--- config.mk ---
export PLATFORM = sky130hd
export DESIGN_NAME = fma16_arb
export DESIGN_NICKNAME = d
export VERILOG_FILES = /design/src/rtl/fma16_arb.sv
export SDC_FILE = /design/constraint.sdc
export NUM_CORES = 1
export LEC_CHECK = 0
export CORE_MARGIN = 3
export CORE_UTILIZATION = 50
export DETAILED_ROUTE_END_ITERATION = 12
export DONT_BUFFER_PORTS = 1
export PLACE_DENSITY = 0.79
export SYNTH_ARGS = -nofsm -noshare
export SYNTH_HDL_FRONTEND = slang
export SYNTH_SLANG_ARGS = --single-unit
export TNS_END_PERCENT = 100
--- constraint.sdc ---
create_clock -name clk -period 1.45 [get_ports clk]
set_clock_uncertainty 0.05 [all_clocks]
set_input_delay 0.29 -clock clk [delete_from_list [all_inputs] [get_ports clk]]
set_output_delay 0.29 -clock clk [all_outputs]
set_load 0.05 [all_outputs]
--- src/rtl/fma16_arb.sv ---
// rtl/fma16_arb.sv - round-robin arbiter and in-order result sequencer for a shared fma16 unit
module fma16_arb #(
    parameter int NREQ = 2,
    parameter int LAT  = 2,
    localparam int DEPTH = LAT + 1,
    localparam int IDW   = (NREQ > 1) ? $clog2(NREQ) : 1
) (
    input  logic                 clk,
    input  logic                 reset_n,
    input  logic [NREQ-1:0]      req_valid,
    output logic [NREQ-1:0]      req_ready,
    input  logic [16*NREQ-1:0]   req_x,
    input  logic [16*NREQ-1:0]   req_y,
    input  logic [16*NREQ-1:0]   req_z,
    input  logic [6*NREQ-1:0]    req_ctrl,
    output logic                 fma_issue,
    output logic [15:0]          fma_x,
    output logic [15:0]          fma_y,
    output logic [15:0]          fma_z,
    output logic [5:0]           fma_ctrl,
    input  logic [15:0]          fma_result,
    input  logic [3:0]           fma_flags,
    output logic                 rsp_valid,
    input  logic                 rsp_ready,
    output logic [IDW-1:0]       rsp_id,
    output logic [15:0]          rsp_result,
    output logic [3:0]           rsp_flags
);

    localparam int PW = $clog2(DEPTH);
    localparam int CW = $clog2(DEPTH + 1);

    // Arbitration state: rotating priority pointer and credit counter.
    logic [IDW-1:0] rr;
    logic [IDW-1:0] win;
    logic [IDW:0]   cand;
    logic           any_valid;
    logic           can_issue;
    logic [CW-1:0]  outst;

    // Tag pipeline mirrors the datapath latency so each result knows its owner.
    logic           tag_v  [1:LAT];
    logic [IDW-1:0] tag_id [1:LAT];

    // Result FIFO storage and pointers.
    logic [IDW-1:0] mem_id     [DEPTH];
    logic [15:0]    mem_result [DEPTH];
    logic [3:0]     mem_flags  [DEPTH];
    logic [PW-1:0]  wp;
    logic [PW-1:0]  rp;
    logic [CW-1:0]  count;
    logic           push;
    logic           pop;

    function automatic logic [PW-1:0] ptr_inc(input logic [PW-1:0] p);
        return (p == PW'(DEPTH - 1)) ? '0 : p + 1'b1;
    endfunction

    // First valid requester at or after rr, wrapping modulo NREQ.
    always_comb begin
        win       = '0;
        any_valid = 1'b0;
        cand      = '0;
        for (int k = 0; k < NREQ; k++) begin
            cand = {1'b0, rr} + (IDW + 1)'(k);
            if (cand >= (IDW + 1)'(NREQ)) begin
                cand = cand - (IDW + 1)'(NREQ);
            end
            if (!any_valid && req_valid[cand[IDW-1:0]]) begin
                any_valid = 1'b1;
                win       = cand[IDW-1:0];
            end
        end
    end

    // A credit must be free; reset also blocks the grant since it is combinational.
    assign can_issue = reset_n && (outst < CW'(DEPTH));
    assign fma_issue = can_issue && any_valid;

    // One-hot grant to the winner only when an operation is launched.
    always_comb begin
        req_ready = '0;
        if (fma_issue) begin
            req_ready[win] = 1'b1;
        end
    end

    // Steer the granted requester's operands to the shared unit, zero otherwise.
    always_comb begin
        fma_x    = '0;
        fma_y    = '0;
        fma_z    = '0;
        fma_ctrl = '0;
        for (int i = 0; i < NREQ; i++) begin
            if (req_ready[i]) begin
                fma_x    = req_x[i*16 +: 16];
                fma_y    = req_y[i*16 +: 16];
                fma_z    = req_z[i*16 +: 16];
                fma_ctrl = req_ctrl[i*6 +: 6];
            end
        end
    end

    assign push = tag_v[LAT];
    assign pop  = rsp_valid && rsp_ready;

    // Pointer advances past the winner; credits count in-flight plus buffered ops.
    always_ff @(posedge clk or negedge reset_n) begin
        if (!reset_n) begin
            rr    <= '0;
            outst <= '0;
        end else begin
            if (fma_issue) begin
                rr <= (win == IDW'(NREQ - 1)) ? '0 : win + 1'b1;
            end
            case ({fma_issue, pop})
                2'b10:   outst <= outst + 1'b1;
                2'b01:   outst <= outst - 1'b1;
                default: outst <= outst;
            endcase
        end
    end

    // Shift the requester tag alongside the operation through the unit's latency.
    always_ff @(posedge clk or negedge reset_n) begin
        if (!reset_n) begin
            for (int k = 1; k <= LAT; k++) begin
                tag_v[k]  <= 1'b0;
                tag_id[k] <= '0;
            end
        end else begin
            tag_v[1]  <= fma_issue;
            tag_id[1] <= win;
            for (int k = 2; k <= LAT; k++) begin
                tag_v[k]  <= tag_v[k-1];
                tag_id[k] <= tag_id[k-1];
            end
        end
    end

    // Capture the tagged result when it emerges from the unit.
    always_ff @(posedge clk or negedge reset_n) begin
        if (!reset_n) begin
            for (int d = 0; d < DEPTH; d++) begin
                mem_id[d]     <= '0;
                mem_result[d] <= '0;
                mem_flags[d]  <= '0;
            end
        end else if (push) begin
            mem_id[wp]     <= tag_id[LAT];
            mem_result[wp] <= fma_result;
            mem_flags[wp]  <= fma_flags;
        end
    end

    // FIFO pointers and occupancy; push and pop together leave occupancy unchanged.
    always_ff @(posedge clk or negedge reset_n) begin
        if (!reset_n) begin
            wp    <= '0;
            rp    <= '0;
            count <= '0;
        end else begin
            if (push) begin
                wp <= ptr_inc(wp);
            end
            if (pop) begin
                rp <= ptr_inc(rp);
            end
            case ({push, pop})
                2'b10:   count <= count + 1'b1;
                2'b01:   count <= count - 1'b1;
                default: count <= count;
            endcase
        end
    end

    assign rsp_valid  = (count != '0);
    assign rsp_id     = rsp_valid ? mem_id[rp]     : '0;
    assign rsp_result = rsp_valid ? mem_result[rp] : '0;
    assign rsp_flags  = rsp_valid ? mem_flags[rp]  : '0;

endmodule
Word-level counts from Yosys, hierarchy flattened --
Index checks and enable logic that the tools add are counted.
Storage, ports and cells: flip-flop bits (word level) 76, bits of input ports 133, output and inout port bits 79
Cells by class: add/sub/neg operators 10, order comparisons 10, eq/ne operators 6, mux-type cells 47, bitwise logic cells 2, reductions and logical operators 10
Operator list (count):
- 16-bit 2-to-1 mux | 10
- 48-bit bitwise mux | 1
- 16-bit binary-select mux with 2-bit select | 1
- 16-bit demux with 2-bit select | 1
- 1-bit 2-to-1 mux | 16
- 4-bit 2-to-1 mux | 4
- 12-bit bitwise mux | 1
- 6-bit 2-to-1 mux | 2
- 2-bit by 1-bit adder with 2-bit output (second input constant) | 4
- 4-bit binary-select mux with 2-bit select | 1
- 4-bit demux with 2-bit select | 1
- 2-bit == test (second input constant) | 4
- 2-bit one-hot mux with 2 select lines | 2
- 3-bit >= comparator (second input constant) | 2
- 1-bit logical AND | 6
- 1-bit by 2-bit < comparator with 1-bit output (second input constant) | 3
- 2-bit 2-to-1 mux | 3
- 2-bit NOT with 3-bit output | 2
- 2-bit nonzero test | 3
- 2-bit by 1-bit == test with 1-bit output (second input constant) | 2
- 2-bit by 1-bit subtractor with 2-bit output (second input constant) | 2
- 3-bit bitwise mux | 1
- 3-bit by 1-bit < comparator with 1-bit output (second input constant) | 1
- 1-bit by 1-bit adder with 2-bit output (second input constant) | 1
- 10 further kinds | 11

Longest topological paths before layout --
Gate-level depths: netlist of run 1.
depth after elaboration 15, mapped depth 6, depth with buffers taken out 6

Least setup slack after synthesis of run 1 --
No wires, ideal clock.
path kind reg2out, from reg outst[0], to out fma_x[10], arrival time 1.922 ns, data required time 1.110 ns, setup slack -0.812 ns, stages on the path, launching flop included 5, buffers on the path 1, cell sequence dfrtp_1 -> a21boi_1 -> and3_1 -> clkbuf_1 -> a22o_1
On the way: longest elaborated chain between the ends 6
Ends and longest elaborated chain:
- start: declaration | RTL line 39 | logic [CW-1:0] outst;
- start signal: assignment | RTL line 117 | 2'b10: outst <= outst + 1'b1;
- start signal: assignment | RTL line 118 | 2'b01: outst <= outst - 1'b1;
- start signal: assignment | RTL line 119 | default: outst <= outst;
- 2-bit < comparator | RTL line 77 | assign can_issue = reset_n && (outst < CW'(DEPTH));
- 1-bit logical AND | RTL line 77
- 1-bit logical AND | RTL line 78 | assign fma_issue = can_issue && any_valid;
- 2-bit 2-to-1 mux | RTL line 83 | if (fma_issue) begin
- net req_ready[0] | RTL line 11 | output logic [NREQ-1:0] req_ready,
- 16-bit 2-to-1 mux (2 in series) | RTL line 95 | if (req_ready[i]) begin
- end: declaration | RTL line 17 | output logic [15:0] fma_x,
The timed path passes the listed nets, and every way through them passes these cells.

Final worst setup path of run 1 --
from reg rp[1], to out rsp_result[0]
On the way: longest elaborated chain between the ends 5
Ends and longest elaborated chain:
- start: declaration | RTL line 50 | logic [PW-1:0] rp;
- start signal: assignment | RTL line 167 | rp <= ptr_inc(rp);
- 2-bit NOT with 3-bit output (implied by the code) | RTL line 179 | assign rsp_result = rsp_valid ? mem_result[rp] : '0;
- 16-bit binary-select mux with 2-bit select | RTL line 179
- 16-bit 2-to-1 mux (implied by the code) (2 in series) | RTL line 179
- 16-bit 2-to-1 mux | RTL line 179
- end: declaration | RTL line 26 | output logic [15:0] rsp_result,
No other way between the ends. The select of a mux whose other input is x is not followed.

==> impl_results.md, run 1 <==
* Post-DR wirelength/cell at 34.0 um
* Share of cells above drive strength 1 at between 70% and 80%
* Synth cell types at 30
* Reg2reg end: outst[1]
* Crit start category: flip-flop
* # DRC at 0
* # H-tree levels at 3
* Fmax at 0.464 GHz
* Max-slew headroom at roughly 78%
* Clk buf depth at 2
* Final WL at 17800 um
* Area Overhead vs Synth at 70.2%
* Pwr dens at around 2900 nW/um2
* Initial antenna violation count at 0
* CTS sink cnt at 76
* Critical path cell sequence: buf_6, nor2b_4, buf_12, nand2_1, a21oi_4, buf_12
* Peak supply drop at about 1400 uV
* Critical Path Max Stage Delay at around 0.44 ns
* Largest net degree at the start of global routing at 78
* Chip width at between 90 and 100 um
* CP delay by family, top: buffers and inverters
* Initial DRC count at roughly 280
* RSZ-0062 raised after global routing: yes
* Core Region at 7490 um2
* CP most frequent cell: buf_12
* Run status: finished with violations
* Crit Path Class: reg2out
* Grt total ovfl at 0
* Crit-path slowest cell: dfrtp_1
* Post-synthesis sequential area ratio at between 40% and 50%
* Crit. End Element: output pin
* First-pass GRT wire length at 22900 um
* GPL Wtd Cong at 0.809
* Via count at ~3.5k
* EDFF count, synth at 0
* Die ar. at ~9000 um2
* Final nets at about 550
* Failing checks: hold timing, setup timing
* CTS tree: yes
* Final ANT Viol Nets at 0
* First-pass detailed-route iteration total at 4
* Clock transition at the registers of the reported paths at 0.08 ns
* Worst r2r path cells at 9
* R2r setup slk at -0.31 ns
* CP required at around 1.1 ns
* Final Util at between 90 and 100%
* Standard-cell rows at 31
* Final setup TNS at -54.13 ns
* Placed instance area at roughly 5600 um2
* Root buf cell: clkbuf_8
* CTS buffer count at 9
* Die span in y at about 95 um
* Final instance area at ~6800 um2
* PortBufs at 0
* Ys Warns at 0
* Syn Nets at ~470
* Hold WS at -0.430 ns
* GRT Resource Usage Total at between 30% and 40%
* Tcrit/Tclk final at 149%
* Cells after Synth at 337
* Buf+Inv Stages, Crit Path at 3
* Post-layout min period at between 2 and 2.5 ns
* Avg Cell Area, Syn at 11.8 um2
* Seq cells post-synth at 76
* Maxcap violations at 0
* Async set-reset flop share out of synthesis at 100%
* Crit Path Max Fanout at 16
* Avg Vias per Cell at roughly 6.7
* Final hold vios at between 70 and 80
* Main flop type after synthesis: dfrtp_1
* Worst r2r src: count[0]
* Final setup vio count at between 100 and 150
* I/O pin total at between 200 and 250
* Initial core utilization at a little over half
* Ant diodes at 0
* Data arrival, critical path at roughly 1.8 ns
* DP Wirelength at about 10000 um
* Leakage at around 3.2 nW
* Clock Latency Late Sink at ~0.36 ns
* Mapped Area at roughly 4000 um2
* Final Max Slew Viols at 0
* Worst slew pin tran at 0.327 ns
* Vias in the first global route at approximately 3.7k
* Hold Crit Class: in2async
* Setup ws final at -0.704 ns
==> metal layers <==
| metal | vias up | part of all wire, % | GRT usage (%) |
|---|---|---|---|
| li1 | 1396 | - | - |
| met1 | 1806 | 33 | 40.7 |
| met2 | 255 | 52 | 60.5 |
| met3 | 65 | 10 | 12.5 |
| met4 | 0 | 4.8 | 14.7 |
| met5 | - | 0 | 0 |
==> power breakdown <==
part	internal, mW	leakage, nW	switching, mW
Clock	1.01	0.113	0.833
Sequential	3.18	0.898	0.889
Combinational	6.91	2.17	6.90
Total	11.1	3.18	8.62
==> per-stage QoR <==
step | power, mW | worst slack (ns) | instances
2_1_floorplan | 11.4 | -0.198 | 337
6_report | 19.7 | -0.704 | 522
5_1_grt | 20.3 | -0.750 | 522
3_3_place_gp | 14.7 | -0.242 | 469
3_5_place_dp | 15.0 | -0.288 | 469
4_1_cts | 18.2 | -0.609 | 511
==> Yosys cell counts, drive strengths merged, types with 2 or more instances <==
cell     n  area, um2
ha       2       25.0
mux2i   21        210
nor2     4       15.0
xnor2    4       35.0
buf     20        118
nor3     2       15.0
a21o     3       22.5
a21oi   20        100
mux2    64        721
o21ai    3       15.0
xor2     2       17.5
dfrtp   76       1900
or2     20        125
clkbuf   7       26.3
nand2   21       78.8
and3     2       12.5
inv      5       18.8
a22o    54        473
==> layout by cell type, fill, tap and decap left out, drive strengths merged <==
cell type / instances
nand2: 21
or2: 20
bufinv: 2
nand3: 1
inv: 4
nor3: 2
ha: 2
o21ai: 3
xor2: 2
a21oi: 20
a22o: 54
nand2b: 1
dfrtp: 76
xnor2: 4
mux2: 64
clkinv: 3
and2: 1
nor2: 4
a21o: 3
mux2i: 21
and3: 3
a21boi: 1
clkbuf: 14
a2bb2oi: 1
buf: 90
clkinvlp: 1
or3: 4
nor2b: 1
==> worst max path at each step <==
stage	end	from	depth (start not counted)	slack (ns)
3_3_place_gp	fma_z[3]	outst[1]	4	-0.24
6_report	rsp_result[0]	rp[1]	6	-0.70
2_1_floorplan	rsp_result[0]	rp[1]	5	-0.20
5_1_grt	rsp_result[0]	rp[1]	6	-0.75
4_1_cts	fma_z[10]	outst[1]	5	-0.61
3_5_place_dp	fma_y[0]	outst[1]	4	-0.29
==> logic make-up after synthesis <==
group / synth area share (%)
buffers and inverters: 4.09
flip-flops: 47.8
AO/OA/AOI/OAI: 15.7
multiplexers: 23.4
XOR/XNOR: 1.32
adder cells (fa/ha/maj): 0.628
AND/OR/NAND/NOR: 7.07
==> layout make-up <==
class                   instances  area [um2]
inverters                       5        25.0
clock inverters                 5        75.1
flip-flops and latches         76        1900
fillers                       244         708
repair buffers                 93        1370
multi-input cells             233        3140
clock buffers                  11         141
well taps                      99         124
==> sequential cells by signal (all words and copies together) (netlist names) <==
name	cells
count	2
push	1
wp	2
outst	2
tag_v	1
rp	2
mem_flags	12
tag_id	2
mem_id	3
mem_result	48
rr	1
==> worst reg2reg max path: cells and delay by family, from the launching register on <==
| family | cells | cell delay, ns |
|---|---|---|
| xor+xnor | 2 | 0.29 |
| buf+inv | 4 | 0.45 |
| simple gates | 1 | 0.13 |
| compound gates | 1 | 0.15 |
| fa+ha+maj | 1 | 0.17 |
| flops | 1 | 0.44 |
==> timing repair <==
item / in CTS / in global routing
endpoints found under the hold margin: 76 / 76
cloned: 7 / 3
setup buffers: 19 / 12
setup endpoints to repair: 122 / 146
gates resized for setup: 84 / 64
pin swaps: 37 / 46
(Power assumes the default switching activity.)
==> run 2, diff against run 1 <==
CORE_MARGIN = unset   (was 3)
==> run 2 against run 1 <==
The flow still finishes with violations (hold timing, setup timing). Routed wire length fell by 6.2%. Core utilization fell by 4.7 points. Hold slack got worse by 0.0088 ns.
==> impl_results.md, run 2 (synthesis results as in run 1) <==
* # H-tree levels at 3
* CTS buffer count at 9
* Placed instance area at between 5000 and 6000 um2
* First-pass GRT wire length at 21300 um
* Hold WS at -0.439 ns
* Failing checks: hold timing, setup timing
* DP Cell Count at around 480
* Clock Latency Late Sink at 0.36 ns
* # DRC at 0
* Standard-cell rows at 32
* CTS tree: yes
* GPL Wtd Cong at about 0.87
* Commonest non-fill, non-tap cell in the layout: dfrtp_1
* PortBufs at 0
* Maxcap violations at 0
* I/O pin total at between 200 and 250
* Post-DR wirelength/cell at ~32 um
* Avg Vias per Cell at 6.52
* Final Instance Count excl. Fillers at 520
* Chip width at between 90 and 100 um
* Crit Path Class: reg2out
* Crit Path Max Fanout at 8
* Post-layout min period at between 2 and 2.5 ns
* Ant diodes at 0
* Data arrival, critical path at 1.78 ns
* Final setup vio count at about 140
* Top flop regs: mem_result x48, mem_flags x12, mem_id x3
* Final Max Slew Viols at 0
* Final Util at between 80% and 90%
* First-pass detailed-route iteration total at 4
* CP required at roughly 1.1 ns
* Most flop-heavy register: mem_result
* Final WL at 16700 um
* DP Wirelength at just under 10000 um
* Run status: finished with violations
* Initial DRC count at 221
* Largest net degree at the start of global routing at slightly below 80
* Peak supply drop at 1750 uV
* Die ar. at ~8300 um2
* Crit start category: flip-flop
* Grt total ovfl at 0
* Max-slew headroom at approximately four fifths
* Leakage at 3.06 nW
* Vias in the first global route at between 3k and 4k
* Final nets at between 500 and 600
* Clk buf depth at 2
* Max reg flops at 48
* GRT Resource Usage Total at between 30 and 40%
* Fmax at between 0.4 and 0.5 GHz
* Area Overhead vs Synth at 66.7%
* Hold Crit Class: in2async
* Share of cells above drive strength 1 at a little over two thirds
* Initial antenna violation count at 0
* Final instance area at 6640 um2
* Setup ws final at -0.666 ns
* Final hold vios at 76
* Clock transition at the registers of the reported paths at 0.08 ns
* Core Region at slightly below 8000 um2
* Initial core utilization at around 50%
* Pwr dens at between 2000 and 3000 nW/um2
* Worst slew pin tran at about 0.29 ns
* Worst r2r path cells at 8
* Most frequent cells in the layout: dfrtp_1 (73), mux2_4 (57), a22o_4 (54), buf_12 (32), buf_6 (23)
* Root buf cell: clkbuf_8
* Crit. End Element: output pin
* Tcrit/Tclk final at 146%
* CTS sink cnt at 76
* Final ANT Viol Nets at 0
* Final setup TNS at -53.85 ns
* Die span in y at between 90 and 100 um
* RSZ-0062 raised after global routing: yes
* Via count at about 3.4k
* Pre-CTS WS at -0.257 ns
-- run 2: changes by cell type in the layout (fill, tap and decap cells not counted), sizes merged --
| cell | before | now |
|---|---|---|
| and3 | 3 | 2 |
| bufbuf | 0 | 1 |
| buf | 90 | 82 |
| clkinvlp | 1 | 2 |
| clkinv | 3 | 4 |
| dlygate4sd3 | 0 | 2 |
| bufinv | 2 | 1 |
-- run 2: layer usage --
layer / share of wire (%) / wire length, um / track usage (%)
met5: 0 / 0 / 0
met4: 3.0 / 506 / 10.8
met3: 12 / 2010 / 18.2
met2: 49 / 8130 / 56.3
met1: 36 / 6020 / 42.2
-- run 2: critical path, stage by stage, from the launching register on --
cell,delay (ns)
dfrtp_1,0.40
a21boi_2,0.21
and3_4,0.34
buf_8,0.18
a22o_4,0.28
-- run 2: worst paths after layout --
kind,startpoint,end,slack (ns)
min in group clk,fma_flags[0],mem_flags[0],0
min reg2reg,tag_v[1],push,0.31
max in group asynchronous,reset_n,count[0],1.63
min,reset_n,mem_flags[5],-0.44
max reg2reg,outst[1],outst[1],-0.19
max,outst[1],fma_y[5],-0.67
-- run 2: stage by stage --
| stage | power (mW) | hold slack, ns |
|---|---|---|
| finish | 19.0 | -0.439 |
| global route | 19.5 | -0.448 |
| CTS | 17.7 | -0.444 |
| detailed placement | 15.0 | -0.0537 |
| global placement | 14.7 | -0.0539 |
| floorplan | 11.4 | -0.0556 |
-- run 2: cell type report --
type / count / area (um2)
Clock buffer: 10 / 128
Clock inverter: 6 / 65.1
Fill cell: 328 / 1090
Inverter: 5 / 22.5
Multi-Input combinational cell: 232 / 3070
Sequential cell: 76 / 1910
Tap cell: 102 / 128
Timing Repair Buffer: 89 / 1320
-- run 2: where the power goes --
part           leakage, nW  switching [mW]  internal (mW)
clock network       0.0962           0.828          0.795
registers            0.896           0.822           3.19
logic                 2.06            6.71           6.67
total                 3.06            8.36           10.6
-- run 2: repair_timing --
item | in CTS | in global routing
cloned | 4 | 8
endpoints found under the setup margin | 123 | 142
pin swaps | 22 | 35
hold endpoints to repair | 77 | 77
hold buffers | 1 | 1
setup buffers | 11 | 6
gates resized for setup | 80 | 54
